--- src/rtl/xevious_input_cond.sv ---
// xevious_input_cond: conditions the HPS joystick word for the xevious core.
// Coin/start presses become fixed-length pulses counted in vblank frames,
// followed by a lockout gap and a mandatory release. Opposing directions are
// resolved per axis (neutral, or last-pressed-wins). All outputs are registered.
// Optional feature macro: XEVIOUS_INPUT_AUTOFIRE_EN (adds frame-counted autofire
// on the fire button; when undefined the autofire port is ignored).
module xevious_input_cond #(
   parameter int unsigned PULSE_FRAMES    = 3,
   parameter int unsigned GAP_FRAMES      = 4,
   parameter int unsigned AUTOFIRE_FRAMES = 4
) (
   input  logic        clk_sys,
   input  logic        reset,
   input  logic        vblank,
   input  logic        pause,
   input  logic [15:0] joy_in,
   input  logic        socd_mode,
   input  logic        autofire,
   output logic        up,
   output logic        down,
   output logic        left,
   output logic        right,
   output logic        fire,
   output logic        bomb,
   output logic        start1,
   output logic        start2,
   output logic        coin,
   output logic        frame_tick
);

   localparam logic [7:0] PULSE_LOAD = 8'(PULSE_FRAMES);
   localparam logic [7:0] GAP_LOAD   = 8'(GAP_FRAMES);

   // Pulsed channel states; index 0 = start1, 1 = start2, 2 = coin
   typedef enum logic [1:0] {
      ST_IDLE,
      ST_PULSE,
      ST_GAP,
      ST_RELEASE
   } pulse_state_t;

   logic [8:0]   in_r;
   logic [3:0]   in_prev;
   logic         vblank_d;
   logic         tick;
   logic [2:0]   ch_in;

   pulse_state_t ch_state_q [3];
   pulse_state_t ch_state_d [3];
   logic [7:0]   ch_cnt_q   [3];
   logic [7:0]   ch_cnt_d   [3];
   logic [2:0]   ch_out_q;
   logic [2:0]   ch_out_d;

   logic         newer_ud_q, tie_ud_q, newer_lr_q, tie_lr_q;
   logic [3:0]   ud_res, lr_res;
   logic         fire_d;

   // Raw joystick sampling; runs through reset so a held button is seen as held
   always_ff @(posedge clk_sys) begin
      in_r    <= joy_in[8:0];
      in_prev <= in_r[3:0];
   end

   // vblank edge history; preset high so no tick fires if vblank is high at reset release
   always_ff @(posedge clk_sys) begin
      if (reset) begin
         vblank_d <= 1'b1;
      end else begin
         vblank_d <= vblank;
      end
   end

   assign tick  = vblank & ~vblank_d & ~pause;
   assign ch_in = {in_r[8], in_r[7], in_r[6]};

   // Resolve one direction axis: tracks which side was pressed most recently and
   // whether both sides came down together (held neutral until one lets go)
   function automatic logic [3:0] socd_axis(
      input logic a,
      input logic b,
      input logic a_rise,
      input logic b_rise,
      input logic newer_q,
      input logic tie_q,
      input logic mode
   );
      logic newer_d;
      logic tie_d;
      logic a_o;
      logic b_o;
      newer_d = newer_q;
      if (a_rise && !b_rise) begin
         newer_d = 1'b0;
      end else if (b_rise && !a_rise) begin
         newer_d = 1'b1;
      end
      if (a_rise && b_rise) begin
         tie_d = 1'b1;
      end else begin
         tie_d = tie_q & a & b;
      end
      if (a && b) begin
         if (mode && !tie_d) begin
            a_o = ~newer_d;
            b_o = newer_d;
         end else begin
            a_o = 1'b0;
            b_o = 1'b0;
         end
      end else begin
         a_o = a;
         b_o = b;
      end
      return {newer_d, tie_d, a_o, b_o};
   endfunction

   // Axis resolution from the current sample and its predecessor (rise detect)
   always_comb begin
      ud_res = socd_axis(in_r[3], in_r[2], in_r[3] & ~in_prev[3], in_r[2] & ~in_prev[2],
                         newer_ud_q, tie_ud_q, socd_mode);
      lr_res = socd_axis(in_r[1], in_r[0], in_r[1] & ~in_prev[1], in_r[0] & ~in_prev[0],
                         newer_lr_q, tie_lr_q, socd_mode);
   end

   // Per-axis "newer side" and "simultaneous press" memory
   always_ff @(posedge clk_sys) begin
      if (reset) begin
         newer_ud_q <= 1'b0;
         tie_ud_q   <= 1'b0;
         newer_lr_q <= 1'b0;
         tie_lr_q   <= 1'b0;
      end else begin
         newer_ud_q <= ud_res[3];
         tie_ud_q   <= ud_res[2];
         newer_lr_q <= lr_res[3];
         tie_lr_q   <= lr_res[2];
      end
   end

   // Pulse shaping next-state: press -> timed pulse -> timed lockout -> wait for release
   always_comb begin
      ch_out_d = 3'b000;
      for (int i = 0; i < 3; i++) begin
         ch_state_d[i] = ch_state_q[i];
         ch_cnt_d[i]   = ch_cnt_q[i];
         case (ch_state_q[i])
            ST_IDLE: begin
               if (ch_in[i]) begin
                  ch_state_d[i] = ST_PULSE;
                  ch_cnt_d[i]   = PULSE_LOAD;
                  ch_out_d[i]   = 1'b1;
               end
            end
            ST_PULSE: begin
               ch_out_d[i] = 1'b1;
               if (tick) begin
                  if (ch_cnt_q[i] <= 8'd1) begin
                     ch_out_d[i] = 1'b0;
                     if (GAP_FRAMES == 0) begin
                        ch_state_d[i] = ST_RELEASE;
                        ch_cnt_d[i]   = 8'd0;
                     end else begin
                        ch_state_d[i] = ST_GAP;
                        ch_cnt_d[i]   = GAP_LOAD;
                     end
                  end else begin
                     ch_cnt_d[i] = ch_cnt_q[i] - 8'd1;
                  end
               end
            end
            ST_GAP: begin
               if (tick) begin
                  if (ch_cnt_q[i] <= 8'd1) begin
                     ch_state_d[i] = ST_RELEASE;
                     ch_cnt_d[i]   = 8'd0;
                  end else begin
                     ch_cnt_d[i] = ch_cnt_q[i] - 8'd1;
                  end
               end
            end
            ST_RELEASE: begin
               if (!ch_in[i]) begin
                  ch_state_d[i] = ST_IDLE;
               end
            end
            default: begin
               ch_state_d[i] = ST_RELEASE;
               ch_cnt_d[i]   = 8'd0;
            end
         endcase
      end
   end

   // Pulse shaping state registers; reset parks every channel awaiting release
   always_ff @(posedge clk_sys) begin
      if (reset) begin
         for (int i = 0; i < 3; i++) begin
            ch_state_q[i] <= ST_RELEASE;
            ch_cnt_q[i]   <= 8'd0;
         end
         ch_out_q <= 3'b000;
      end else begin
         for (int i = 0; i < 3; i++) begin
            ch_state_q[i] <= ch_state_d[i];
            ch_cnt_q[i]   <= ch_cnt_d[i];
         end
         ch_out_q <= ch_out_d;
      end
   end

   assign start1 = ch_out_q[0];
   assign start2 = ch_out_q[1];
   assign coin   = ch_out_q[2];

`ifdef XEVIOUS_INPUT_AUTOFIRE_EN
   localparam logic [7:0] AF_LAST = 8'(AUTOFIRE_FRAMES - 1);

   logic [7:0] af_cnt_q, af_cnt_d;
   logic       af_lvl_q, af_lvl_d;

   // Autofire phase: level flips every AUTOFIRE_FRAMES ticks, restarting high on a new press
   always_comb begin
      af_cnt_d = 8'd0;
      af_lvl_d = 1'b1;
      fire_d   = in_r[4];
      if (autofire && in_r[4]) begin
         af_cnt_d = af_cnt_q;
         af_lvl_d = af_lvl_q;
         if (tick) begin
            if (af_cnt_q >= AF_LAST) begin
               af_cnt_d = 8'd0;
               af_lvl_d = ~af_lvl_q;
            end else begin
               af_cnt_d = af_cnt_q + 8'd1;
            end
         end
         fire_d = af_lvl_d;
      end
   end

   // Autofire phase registers
   always_ff @(posedge clk_sys) begin
      if (reset) begin
         af_cnt_q <= 8'd0;
         af_lvl_q <= 1'b1;
      end else begin
         af_cnt_q <= af_cnt_d;
         af_lvl_q <= af_lvl_d;
      end
   end

   logic unused_bits;
   assign unused_bits = &{1'b0, joy_in[15:9]};
`else
   assign fire_d = in_r[4];

   logic unused_bits;
   assign unused_bits = &{1'b0, joy_in[15:9], autofire};
`endif

   // Registered directions, buttons and debug tick
   always_ff @(posedge clk_sys) begin
      if (reset) begin
         up         <= 1'b0;
         down       <= 1'b0;
         left       <= 1'b0;
         right      <= 1'b0;
         fire       <= 1'b0;
         bomb       <= 1'b0;
         frame_tick <= 1'b0;
      end else begin
         up         <= ud_res[1];
         down       <= ud_res[0];
         left       <= lr_res[1];
         right      <= lr_res[0];
         fire       <= fire_d;
         bomb       <= in_r[5];
         frame_tick <= tick;
      end
   end

endmodule

--- config.mk ---
export PLATFORM = sky130hd
export DESIGN_NAME = xevious_input_cond
export DESIGN_NICKNAME = d
export VERILOG_FILES = /design/src/rtl/xevious_input_cond.sv
export SDC_FILE = /design/constraint.sdc
export NUM_CORES = 1
export LEC_CHECK = 0
export ABC_AREA = 1
export CAP_MARGIN = 15
export CELL_PAD_IN_SITES_DETAIL_PLACEMENT = 1
export CELL_PAD_IN_SITES_GLOBAL_PLACEMENT = 2
export CORE_ASPECT_RATIO = 2
export CORE_MARGIN = 1
export CORE_UTILIZATION = 32
export DETAILED_ROUTE_END_ITERATION = 8
export GPL_TIMING_DRIVEN = 0
export PLACE_DENSITY = 0.78
export RECOVER_POWER = 50
export SLEW_MARGIN = 40
export SYNTH_ARGS = -nofsm -noshare
export SYNTH_HDL_FRONTEND = slang
export SYNTH_SLANG_ARGS = --single-unit
--- constraint.sdc ---
create_clock -name clk_sys -period 1.6 [get_ports clk_sys]
set_input_delay 0.16 -clock clk_sys [delete_from_list [all_inputs] [get_ports clk_sys]]
set_output_delay 0.16 -clock clk_sys [all_outputs]
set_load 0.02 [all_outputs]
Word level (Yosys, flattened, before mapping)
Memories as Yosys holds them, arrays and structs flattened.
Index checks and enable logic that the tools add are counted.
Cells by class
  equality and inequality tests: 9
  muxes and demuxes: 74
  reduce and logical (&&, ||, !) cells: 19
  $add $sub $neg: 3
  bitwise logic cells: 24
  order comparisons: 3
Operators with widths (number)
  $mux 8: 18
  $pmux 8 s3: 3
  $mux 2: 21
  $mux 1: 26
  $le 8x1->1 const B: 3
  $pmux 2 s4: 3
  $sub 8x1->8 const B: 3
  $eq 2x2->1 const B: 6
  $and 1x1->1: 10
  $logic_and 1x1->1: 10
  $not 1->1: 8
  $eq 2x1->1 const B: 3
  $logic_not 1->1: 6
  $logic_not 2->1: 3
  $or 1x1->1: 6
  $pmux 1 s2: 3
Storage, ports and cells
  memories kept: 2
  output and inout bits: 10
  flip-flop bits (word level): 28
  bits in writable memories: 30
  bits of input ports: 22
  word-level logic and storage cells: 149
Memory list
  ch_cnt_q: words 3, width 8, rd ports 3, clocked after Yosys merged registers in 0, wr ports 3, line 50  | logic [7:0] ch_cnt_q [3];
  ch_state_q: words 3, width 2, rd ports 3, clocked after Yosys merged registers in 0, wr ports 3, line 48  | pulse_state_t ch_state_q [3];

Logic depth before layout (Yosys ltp)
Gate-level depths: netlist of run 1.
  word-level depth: 9
  mapped depth: 11

Worst setup path after synthesis of run 1
Ideal clock, no wire load.
  path type: reg2reg
  start point: memory ch_state_q[0][2] in the netlist's numbering
  end point: memory ch_cnt_q[1][3] (netlist: ch_cnt_q[0][11])
  path slack: 0.089 ns
  cell stages (with the launch flop): 9
  required time: 1.486 ns
  buffers on the path: 0
  arrival: 1.396 ns
  setup time: 0.114 ns
  clock period less this slack: 1.511 ns
  path through: dfxtp_1 -> inv_1 -> ha_1 -> or2_4 -> nand2_4 -> nand2_4 -> nor2_1 -> xor2_1 -> nor2_1
RTL lines (line)
  from (decl): 48
  to (decl): 50

==> metrics.md, run 1 <==
| Metric | Value |
|---|---|
| Outcome | `finished, final reports clean` |
| Num Clock Sinks | `between 50 and 60` |
| GP Congestion | `about 0.76` |
| Worst setup EP type | `flop` |
| Worst path required time | `1.86 ns` |
| Clock transition at path regs | `0.05 ns` |
| Synth top area share | `0.390` |
| Mapped cell area | `2980 um^2` |
| Post-DP HPWL | `about 6000 um` |
| DRT antenna net count | `0` |
| IO Pins | `32` |
| RSZ-0062 raised after global routing | `true` |
| Synth Register Bits | `58` |
| Critical Path End | `ch_cnt_q[0][10]` |
| Fin area | `about 4000 um^2` |
| # fillers | `about 1100` |
| Routed WL | `~8000 um` |
| Clk root buf | `clkbuf_16` |
| Layout cells sized above 1 | `0.185` |
| R2R depth | `8` |
| Area growth syn-to-layout | `33.9%` |
| Largest net degree at the start of global routing | `11` |
| Placement Cell Area | `3340 um^2` |
| Buffers on Ports | `23` |
| Tcrit/Tclk final | `0.987` |
| Reg2reg start | `ch_state_q[0][2]` |
| Vias in the first global route | `2867` |
| Die Width | `around 70 um` |
| Sequential-to-total area share from yosys stat | `0.390` |
| Drt initial violations | `64` |
| First-pass GRT wire length | `~13000 um` |
| Hold Buf Count CTS | `0` |
| Post-route insts no fill | `572` |
| Max VDD drop | `871 uV` |
| Warnings, synthesis | `0` |
| Hold WC Path Type | `primary input to flop` |
| Pwr dens | `around 2300 nW/um^2` |
| Initial DRT Pass Iterations | `6` |
| Vias post-DR | `2783` |
| WL/cell | `approximately 14 um` |
| Initial Utilization | `0.331` |
| Worst Max-Slew Pin Slew | `~0.6 ns` |
| Element type at the critical path start | `flop` |
| Initial antenna violation count | `0` |
| Residual DRC | `0` |
| CP Launch Point | `ch_state_q[0][2]` |
| Dpl ws | `-0.345 ns` |
| Count of different cell masters after synthesis | `27` |
| Num CTS Buffers | `9` |
| # setup viols final | `0` |
| CTS tree | `built` |
| H-Tree Depth | `3` |
| Total GRT Usage | `0.175` |
| Die Span Y | `between 100 and 150 um` |
| Reg2reg setup slack | `~0.021 ns` |
| Vias per cell | `approximately 4.9` |
| Fmax | `~0.63 GHz` |
| Row cnt | `slightly below 50` |
| Hold WS | `about 0.36 ns` |
| Clk buf depth | `2` |
| Clk_skew | `slightly below 0.007 ns` |
| Final nets | `509` |
| Final worst slack | `around 0.021 ns` |
| Largest cells by area after synthesis | `dfxtp_1 39%, nand2_1 11%, nor2_1 9.2%` |
| CORE AREA | `9010 um^2` |
| Clk_lat worst skew | `around 0.34 ns` |
| Die footprint | `9720 um^2` |
| CP max FO | `8` |
| Headroom to the max-slew limit | `0.606` |
| Final hold violation count | `0` |
| CP arrival | `1.84 ns` |
| Antenna fix cells | `0` |
| Syn Nets | `around 470` |
| Leakage | `around 1.8 nW` |
| Slew Viols, Final | `0` |
| Kind of critical path | `flop to flop` |
| Placed Cells | `549` |
| Reg-to-Reg End | `ch_cnt_q[0][10]` |
| Syn_area_per_cell | `around 7.0 um^2` |
| Cell taking the most area after synthesis | `dfxtp_1` |
| Grt ovf | `0` |
| Synthesized netlist cell count | `~420` |
| Crit path time final | `1.58 ns` |
| Power Total | `~0.0092 W` |
| Max Cap Viol | `0` |
[critical path, cell delays in order, from the launching register on]
cell and delay [ns]:
dfxtp_4 0.38, inv_4 0.05, ha_4 0.16, or2_4 0.28, nand2_4 0.11, nand2_8 0.09
nor2_4 0.16, nand3_2 0.12, a21oi_2 0.15
[registers in the layout, summed over array words and instances, names as in the netlist, 3 cells and up]
signal,cells
ch_out_q,3
ch_cnt_q,24
in_r,9
in_prev,4
ch_state_q,6
[layer usage]
| metal | share of wire | track usage |
|---|---|---|
| met3 | 0.015 | 0.0313 |
| met4 | 0.032 | 0.0947 |
| met5 | 0 | 0 |
| met2 | 0.59 | 0.342 |
| met1 | 0.36 | 0.161 |
[Yosys cell counts]
cell type  number
nand3_1        27
o21ai_0        28
nand3_4         1
o2111ai_1       1
nand4_1         2
buf_6           1
xnor2_1         2
or2_2           3
nand2_1        86
xor2_1          3
dfxtp_1        58
ha_1           21
a21oi_1        20
inv_2           2
buf_1           1
nor2_4          3
or2_4           1
nand2_4         2
nor3_1          1
clkbuf_1        2
a21boi_0        1
nand2_2         9
nor2_1         73
o21ai_1         2
o21a_1          4
o211ai_1        4
inv_1          66
[final cells by class]
cell class	count	area (um^2)	area share
tap	102	128	0.0320
timing repair buffer	31	308	0.0771
clock buffer	11	253	0.0633
inverter	68	265	0.0665
clock inverter	4	98.8	0.0248
buffer	4	27.5	0.00690
sequential	58	1180	0.296
multi-input combinational	294	1730	0.433
[timing repair]
item | in CTS | in global routing
resized for setup | 19 | 56
cloned | 0 | 1
endpoints found under the setup margin | 25 | 29
pin swaps | 3 | 12
buffers inserted | 5 | 2
[cell families (layout without fill, tap and decap cells)]
kind of cell               Yosys count  after routing  synth area share
DFF                                 58             58             0.390
buffers and inverters               72            118            0.0932
adders and majority gates           21             21            0.0882
AOI/OAI and AO/OA                   60             60             0.110
xor gates and xnor gates             5              5            0.0147
and+or+nand+nor                    208            208             0.304
[power breakdown]
group / total (W) / switching [W] / internal [W]
logic: 0.00478 / 0.00292 / 0.00186
registers: 0.00212 / 0.000308 / 0.00181
clock network: 0.00230 / 0.000698 / 0.00160
total: 0.00920 / 0.00393 / 0.00527
[worst min path at each step]
| stage | startpoint | end | slack (ns) | cells past startpoint |
|---|---|---|---|---|
| after floorplan | joy_in[0] | in_r[0] | 0.19 | 0 |
| after global placement | in_r[0] | in_prev[0] | 0.38 | 0 |
| after detailed placement | in_r[2] | in_prev[2] | 0.38 | 0 |
| after CTS | joy_in[0] | in_r[0] | 0.26 | 1 |
| after global routing | joy_in[1] | in_r[1] | 0.37 | 1 |
| final | joy_in[0] | in_r[0] | 0.36 | 1 |
[cells in the final DEF (no fill, tap or decap), types with 9 or more instances in the layout]
| cell | netlist | layout |
|---|---|---|
| o21ai_0 | 28 | 20 |
| a21oi_1 | 20 | 16 |
| dlygate4sd3_1 | 0 | 13 |
| clkbuf_16 | 0 | 10 |
| ha_1 | 21 | 13 |
| nor2_1 | 73 | 67 |
| nand3_1 | 27 | 24 |
| inv_1 | 66 | 58 |
| nand2_1 | 86 | 82 |
| nand2_2 | 9 | 9 |
| clkdlybuf4s50_1 | 0 | 10 |
| o21ai_1 | 2 | 9 |
| dfxtp_1 | 58 | 51 |
[per-stage QoR]
stage	util	setup TNS (ns)
finish	0.443	0
global route	0.443	-0.102
CTS	0.419	0
detailed placement	0.370	-4.52
global placement	0.370	-3.98
floorplan	-	0
Power figures use the tool's default switching activity.
==> inputs of run 2 (changes only) <==
--- a/config.mk
+++ b/config.mk
@@ -7,15 +7,14 @@
 export LEC_CHECK = 0
 export ABC_AREA = 1
 export CAP_MARGIN = 15
-export CELL_PAD_IN_SITES_DETAIL_PLACEMENT = 1
-export CELL_PAD_IN_SITES_GLOBAL_PLACEMENT = 2
 export CORE_ASPECT_RATIO = 2
 export CORE_MARGIN = 1
-export CORE_UTILIZATION = 32
+export CORE_UTILIZATION = 56
 export DETAILED_ROUTE_END_ITERATION = 8
 export GPL_TIMING_DRIVEN = 0
-export PLACE_DENSITY = 0.78
+export PLACE_DENSITY = 0.77
 export RECOVER_POWER = 50
+export SETUP_SLACK_MARGIN = 0.15
 export SLEW_MARGIN = 40
 export SYNTH_ARGS = -nofsm -noshare
 export SYNTH_HDL_FRONTEND = slang
==> metrics.md, run 2 (same netlist as run 1, synthesis figures left out) <==
| Metric | Value |
|---|---|
| Drt initial violations | `90 (was 64)` |
| Sw Ratio | `0.472 (was 0.427)` |
| Int Pwr | `0.00457 W (was 0.00527 W)` |
| Commonest non-fill, non-tap cell in the layout | `nand2_1 (unchanged)` |
| Post-DP HPWL | `4640 um (was 5970 um)` |
| CP Launch Point | `ch_state_q[0][1] (was ch_state_q[0][2])` |
| Clk root buf | `clkbuf_8 (was clkbuf_16)` |
| Final hold violation count | `0 (unchanged)` |
| Headroom to the max-slew limit | `0.590 (was 0.606)` |
| Fmax | `0.663 GHz (was 0.633 GHz)` |
| Antenna fix cells | `0 (unchanged)` |
| Dpl ws | `-0.271 ns (was -0.345 ns)` |
| Top flop regs | `ch_cnt_q (24), in_r (9), ch_state_q (6) (unchanged)` |
| Die Span Y | `105 um (was 138 um)` |
| Net switching power figure | `0.00408 W (was 0.00393 W)` |
| Initial antenna violation count | `0 (unchanged)` |
| IO Pins | `32 (unchanged)` |
| Worst Max-Slew Pin Slew | `0.615 ns (was 0.591 ns)` |
| Initial Utilization | `0.580 (was 0.331)` |
| Row cnt | `37 (was 49)` |
| RSZ-0062 raised after global routing | `true (unchanged)` |
| CP arrival | `1.75 ns (was 1.84 ns)` |
| Comb power frac | `0.606 (was 0.520)` |
| Num CTS Buffers | `9 (unchanged)` |
| Kind of critical path | `flop to flop (unchanged)` |
| Reg2reg start | `ch_state_q[0][1] (was ch_state_q[0][2])` |
| Clk_skew | `0.00609 ns (was 0.00672 ns)` |
| First-pass GRT wire length | `11300 um (was 13100 um)` |
| Reg power frac | `0.247 (was 0.231)` |
| Leakage | `1.79 nW (was 1.84 nW)` |
| Max Cap Viol | `0 (unchanged)` |
| Die footprint | `5630 um^2 (was 9720 um^2)` |
| Max VDD drop | `1590 uV (was 871 uV)` |
| Hold Buf Count CTS | `0 (unchanged)` |
| Worst path required time | `1.84 ns (was 1.86 ns)` |
| CTS tree | `built (unchanged)` |
| Hold WS | `0.359 ns (was 0.364 ns)` |
| # fillers | `376 (was 1113)` |
| WL/cell | `13.4 um (was 14.0 um)` |
| # setup viols final | `0 (unchanged)` |
| GP Congestion | `0.911 (was 0.765)` |
| Pwr dens | `2200 nW/um^2 (was 2310 nW/um^2)` |
| Area growth syn-to-layout | `32.0% (was 33.9%)` |
| Vias in the first global route | `2809 (was 2867)` |
| Largest register FFs | `24 (unchanged)` |
| Most frequent cells in the layout | `78 x nand2_1, 66 x nor2_1, 50 x inv_1 (was 82 x nand2_1, 67 x nor2_1, 58 x inv_1)` |
| Vias per cell | `5.28 (was 4.87)` |
| Slew Viols, Final | `0 (unchanged)` |
| Final worst slack | `0.0926 ns (was 0.0209 ns)` |
| Layout cells sized above 1 | `0.263 (was 0.185)` |
| Crit path time final | `1.51 ns (was 1.58 ns)` |
| Tcrit/Tclk final | `0.942 (was 0.987)` |
| R2R depth | `11 (was 8)` |
| Num Clock Sinks | `58 (unchanged)` |
| Clock transition at path regs | `0.06 ns (was 0.05 ns)` |
| Largest net degree at the start of global routing | `11 (unchanged)` |
| Routed WL | `7210 um (was 8030 um)` |
| Largest register by flop count | `ch_cnt_q (unchanged)` |
| Hold path depth | `1 (unchanged)` |
| Grt ovf | `0 (unchanged)` |
| Outcome | `finished, final reports clean (unchanged)` |
| Total GRT Usage | `0.276 (was 0.175)` |
| Clk_lat worst skew | `0.35 ns (was 0.34 ns)` |
| Hold WC Path Type | `primary input to flop (unchanged)` |
| Final nets | `518 (was 509)` |
| HP Start | `joy_in[8] (was joy_in[0])` |
| Clk pwr share | `0.147 (was 0.250)` |
| Clk buf depth | `2 (unchanged)` |
| Residual DRC | `0 (unchanged)` |
| Element type at the critical path start | `flop (unchanged)` |
| Initial DRT Pass Iterations | `4 (was 6)` |
| Worst setup EP type | `flop (unchanged)` |
| Vias post-DR | `2839 (was 2783)` |
| H-Tree Depth | `3 (unchanged)` |
| Die Width | `53.6 um (was 70.2 um)` |
| Buffers on Ports | `23 (unchanged)` |
| DRT antenna net count | `0 (unchanged)` |
| CP max FO | `5 (was 8)` |
| CORE AREA | `5140 um^2 (was 9010 um^2)` |
-- run 2: cell count changes in the layout (fill, tap and decap cells not counted), moves of 7 or more --
cell / previous run / this run
buf_4: 7 / 14
clkbuf_16: 10 / 0
clkbuf_8: 2 / 12
ha_1: 13 / 6
inv_1: 58 / 50
inv_2: 6 / 14
-- run 2: routing by layer --
layer / routed length, um / GRT usage / vias to the layer above
li1: - / - / 1425
met2: 4030 / 0.488 / 80
met5: 0 / 0 / -
met4: 271 / 0.179 / 0
met3: 260 / 0.0859 / 23
met1: 2650 / 0.248 / 1311
-- run 2: worst max-delay path, stage by stage (launching register included) --
cell and delay, ns:
dfxtp_4 0.39, inv_4 0.06, ha_4 0.17, nor2_2 0.09
inv_2 0.05, nand2_2 0.09, nand2_4 0.07, buf_6 0.14
nor2_4 0.11, o21ai_1 0.10, nand2_1 0.09, inv_1 0.04
-- run 2: repair_timing --
item / in CTS / in global routing
resized for setup: 59 / 62
endpoints found under the setup margin: 32 / 36
gates cloned: 1 / 0
buffers inserted: 12 / 4
pin swaps: 15 / 24
-- run 2: per-stage QoR --
step | std cells | area [um^2] | setup TNS, ns | total power (W) | util
2_1_floorplan | 424 | 2990 | 0 | 0.00504 | -
3_3_place_gp | 505 | 3290 | -1.91 | 0.00572 | 0.640
3_5_place_dp | 505 | 3290 | -2.13 | 0.00582 | 0.640
4_1_cts | 534 | 3750 | 0 | 0.00786 | 0.730
5_1_grt | 538 | 3930 | 0 | 0.00933 | 0.765
6_report | 538 | 3930 | 0 | 0.00865 | 0.765
-- run 2: final timing paths --
check / to / slack [ns]
setup reg to reg: ch_cnt_q[0][1] / 0.09
hold reg to reg: in_prev[2] / 0.37
hold / removal: in_r[8] / 0.36
setup / recovery: ch_cnt_q[0][1] / 0.09
-- run 2: power groups by stage --
| stage | registers, W | logic, W | clock network [W] |
|---|---|---|---|
| after floorplan | 0.00203 | 0.00301 | 0 |
| after global placement | 0.00205 | 0.00368 | 0 |
| after global routing | 0.00218 | 0.00579 | 0.00136 |
| final | 0.00213 | 0.00524 | 0.00127 |
| after detailed placement | 0.00206 | 0.00376 | 0 |
| after CTS | 0.00208 | 0.00450 | 0.00128 |
-- run 2: layout make-up --
class,count,area (um^2),share of cell area
flip-flops and latches,58,1190,0.302
repair buffers,40,337,0.0856
plain buffers,4,23.8,0.00605
well taps,58,72.6,0.0185
multi-input cells,294,1860,0.472
inverters,68,265,0.0675
clock buffers,12,165,0.0420
clock inverters,4,25.0,0.00636
==> inputs of run 3 (changes only) <==
--- a/config.mk
+++ b/config.mk
@@ -9,10 +9,10 @@
 export CAP_MARGIN = 15
 export CORE_ASPECT_RATIO = 2
 export CORE_MARGIN = 1
-export CORE_UTILIZATION = 56
+export CORE_UTILIZATION = 25
 export DETAILED_ROUTE_END_ITERATION = 8
 export GPL_TIMING_DRIVEN = 0
-export PLACE_DENSITY = 0.77
+export PLACE_DENSITY = 0.4
 export RECOVER_POWER = 50
 export SETUP_SLACK_MARGIN = 0.15
 export SLEW_MARGIN = 40
==> metrics.md, run 3 (same netlist as run 1, synthesis figures left out) <==
| Metric | Value |
|---|---|
| Outcome | `finished, final reports clean (unchanged)` |
| Worst path required time | `1.83 ns (was 1.84 ns)` |
| Headroom to the max-slew limit | `0.581 (was 0.590)` |
| Hold WS | `0.370 ns (was 0.359 ns)` |
| IO Pins | `32 (unchanged)` |
| Buffers on Ports | `23 (unchanged)` |
| Worst setup EP type | `flop (unchanged)` |
| Vias post-DR | `2717 (was 2839)` |
| Clk pwr share | `0.218 (was 0.147)` |
| CP arrival | `1.73 ns (was 1.75 ns)` |
| Net switching power figure | `0.00387 W (was 0.00408 W)` |
| Clk buf depth | `2 (unchanged)` |
| Vias per cell | `4.38 (was 5.28)` |
| Die Width | `79.2 um (was 53.6 um)` |
| DRT antenna net count | `0 (unchanged)` |
| Initial DRT Pass Iterations | `4 (unchanged)` |
| CTS tree | `built (unchanged)` |
| Element type at the critical path start | `flop (unchanged)` |
| Routed WL | `7410 um (was 7210 um)` |
| Layout cells sized above 1 | `0.225 (was 0.263)` |
| CORE AREA | `11600 um^2 (was 5140 um^2)` |
| Tcrit/Tclk final | `0.936 (was 0.942)` |
| Initial antenna violation count | `0 (unchanged)` |
| Multi-input logic area | `1780 um^2 (was 1860 um^2)` |
| Num CTS Buffers | `9 (unchanged)` |
| H-Tree Depth | `3 (unchanged)` |
| Total GRT Usage | `0.134 (was 0.276)` |
| WL/cell | `11.9 um (was 13.4 um)` |
| Slew Viols, Final | `0 (unchanged)` |
| GP Congestion | `0.782 (was 0.911)` |
| Num Clock Sinks | `58 (unchanged)` |
| Row cnt | `56 (was 37)` |
| Final worst slack | `0.102 ns (was 0.0926 ns)` |
| Grt ovf | `0 (unchanged)` |
| Placed Cells | `592 (was 505)` |
| Largest net degree at the start of global routing | `11 (unchanged)` |
| Commonest non-fill, non-tap cell in the layout | `nand2_1 (unchanged)` |
| Final hold violation count | `0 (unchanged)` |
| Kind of critical path | `flop to flop (unchanged)` |
| Critical Path Max Stage Delay | `0.38 ns (was 0.39 ns)` |
| Largest register FFs | `24 (unchanged)` |
| Most frequent cells in the layout | `81 x nand2_1, 64 x nor2_1, 54 x inv_1 (was 78 x nand2_1, 66 x nor2_1, 50 x inv_1)` |
| Pwr dens | `2200 nW/um^2 (about the same)` |
| Drt initial violations | `82 (was 90)` |
| Fmax | `0.668 GHz (was 0.663 GHz)` |
| CP max FO | `8 (was 5)` |
| Clock transition at path regs | `0.05 ns (was 0.06 ns)` |
| Reg power frac | `0.238 (was 0.247)` |
| RSZ-0062 raised after global routing | `true (unchanged)` |
| Crit path max-delay cell type | `dfxtp_4 (unchanged)` |
| Vias in the first global route | `2731 (was 2809)` |
| Post-route insts no fill | `620 (was 538)` |
| Die Span Y | `156 um (was 105 um)` |
| Hold WC Path Type | `primary input to flop (unchanged)` |
| Comb power frac | `0.544 (was 0.606)` |
| Clk_skew | `0.00699 ns (was 0.00609 ns)` |
| Post-DP HPWL | `5420 um (was 4640 um)` |
| Final nets | `513 (was 518)` |
| Critical-path cell list | `inv_6 > ha_4 > or2_4 > nand2_4 > nand2_8 > nor2_4 > o21ai_1 > nand2_1 > inv_1 (was inv_4 > ha_4 > nor2_2 > inv_2 > nand2_2 > nand2_4 > buf_6 > nor2_4 > o21ai_1 > nand2_1 > inv_1)` |
| Leakage | `1.83 nW (was 1.79 nW)` |
| First-pass GRT wire length | `12600 um (was 11300 um)` |
| Int Pwr | `0.00502 W (was 0.00457 W)` |
| Area growth syn-to-layout | `35.9% (was 32.0%)` |
| FF+latch area | `1180 um^2 (was 1190 um^2)` |
| Worst Max-Slew Pin Slew | `0.629 ns (was 0.615 ns)` |
| Initial Utilization | `0.256 (was 0.580)` |
| Dpl ws | `-0.372 ns (was -0.271 ns)` |
| Clk_lat worst skew | `0.33 ns (was 0.35 ns)` |
| # setup viols final | `0 (unchanged)` |
| Residual DRC | `0 (unchanged)` |
| Crit path time final | `1.50 ns (was 1.51 ns)` |
| Clk root buf | `clkbuf_16 (was clkbuf_8)` |
| Die footprint | `12400 um^2 (was 5630 um^2)` |
| Top flop regs | `ch_cnt_q (24), in_r (9), ch_state_q (6) (unchanged)` |
| Antenna fix cells | `0 (unchanged)` |
| Sw Ratio | `0.436 (was 0.472)` |
| Largest register by flop count | `ch_cnt_q (unchanged)` |
| Max VDD drop | `882 uV (was 1590 uV)` |
| Max Cap Viol | `0 (unchanged)` |
| # fillers | `1305 (was 376)` |
[run 3: cell types whose count changed in the layout (fill, tap and decap cells not counted), sizes merged]
cell	before	now
dlygate4sd2	1	0
clkinvlp	2	0
bufinv	0	1
clkinv	2	4
clkbuf	19	16
dlygate4sd3	10	14
buf	18	13
clkdlybuf4s50	8	7
[run 3: final cells by class]
class,instances,share of cell area
Clock buffer,11,0.0600
Sequential cell,58,0.292
Inverter,68,0.0674
Multi-Input combinational cell,294,0.440
Clock inverter,5,0.0133
Tap cell,145,0.0448
Timing Repair Buffer,35,0.0760
Buffer,4,0.00587
[run 3: worst max-delay path: cells and delay by family, from the launching register on]
| kind | cells | cell delay (ns) |
|---|---|---|
| AOI/OAI and AO/OA | 1 | 0.09 |
| adders and majority gates | 1 | 0.16 |
| buffers and inverters | 2 | 0.09 |
| DFF | 1 | 0.38 |
| and+or+nand+nor | 5 | 0.67 |
[run 3: layer usage]
layer / part of all wire / routed length, um / track usage / vias up
li1: - / - / - / 1412
met1: 0.39 / 2870 / 0.132 / 1259
met2: 0.56 / 4140 / 0.257 / 31
met3: 0.024 / 181 / 0.0198 / 15
met4: 0.029 / 214 / 0.0805 / 0
met5: 0 / 0 / 0 / -
[run 3: repair_timing]
item                       in CTS  in global routing
hold buffers                    0                  0
pin swaps                      12                 10
buffers inserted               10                  1
cloned                          1                  0
setup endpoints to repair      33                 33
resized for setup              56                 39
[run 3: metrics by stage]
stage          power, W   util  setup TNS (ns)  area (um^2)
3_3_place_gp    0.00588  0.292           -4.37         3400
3_5_place_dp    0.00592  0.292           -4.43         3400
6_report        0.00889  0.348               0         4050
4_1_cts         0.00864  0.338               0         3940
5_1_grt         0.00977  0.348               0         4050
2_1_floorplan   0.00504      -               0         2990
[run 3: power by group through the flow]
stage	clock network (W)	registers (W)	logic (W)
2_1_floorplan	0	0.00203	0.00301
3_3_place_gp	0	0.00206	0.00382
3_5_place_dp	0	0.00206	0.00386
4_1_cts	0.00200	0.00209	0.00455
5_1_grt	0.00205	0.00217	0.00555
6_report	0.00193	0.00212	0.00484
[run 3: final timing paths]
path	slack (ns)	end	start	depth (start not counted)
max reg2reg	0.10	ch_cnt_q[0][9]	ch_state_q[0][3]	9
min	0.37	in_r[2]	joy_in[2]	1
min reg2reg	0.38	in_prev[0]	in_r[0]	0
max	0.10	ch_cnt_q[0][9]	ch_state_q[0][3]	9
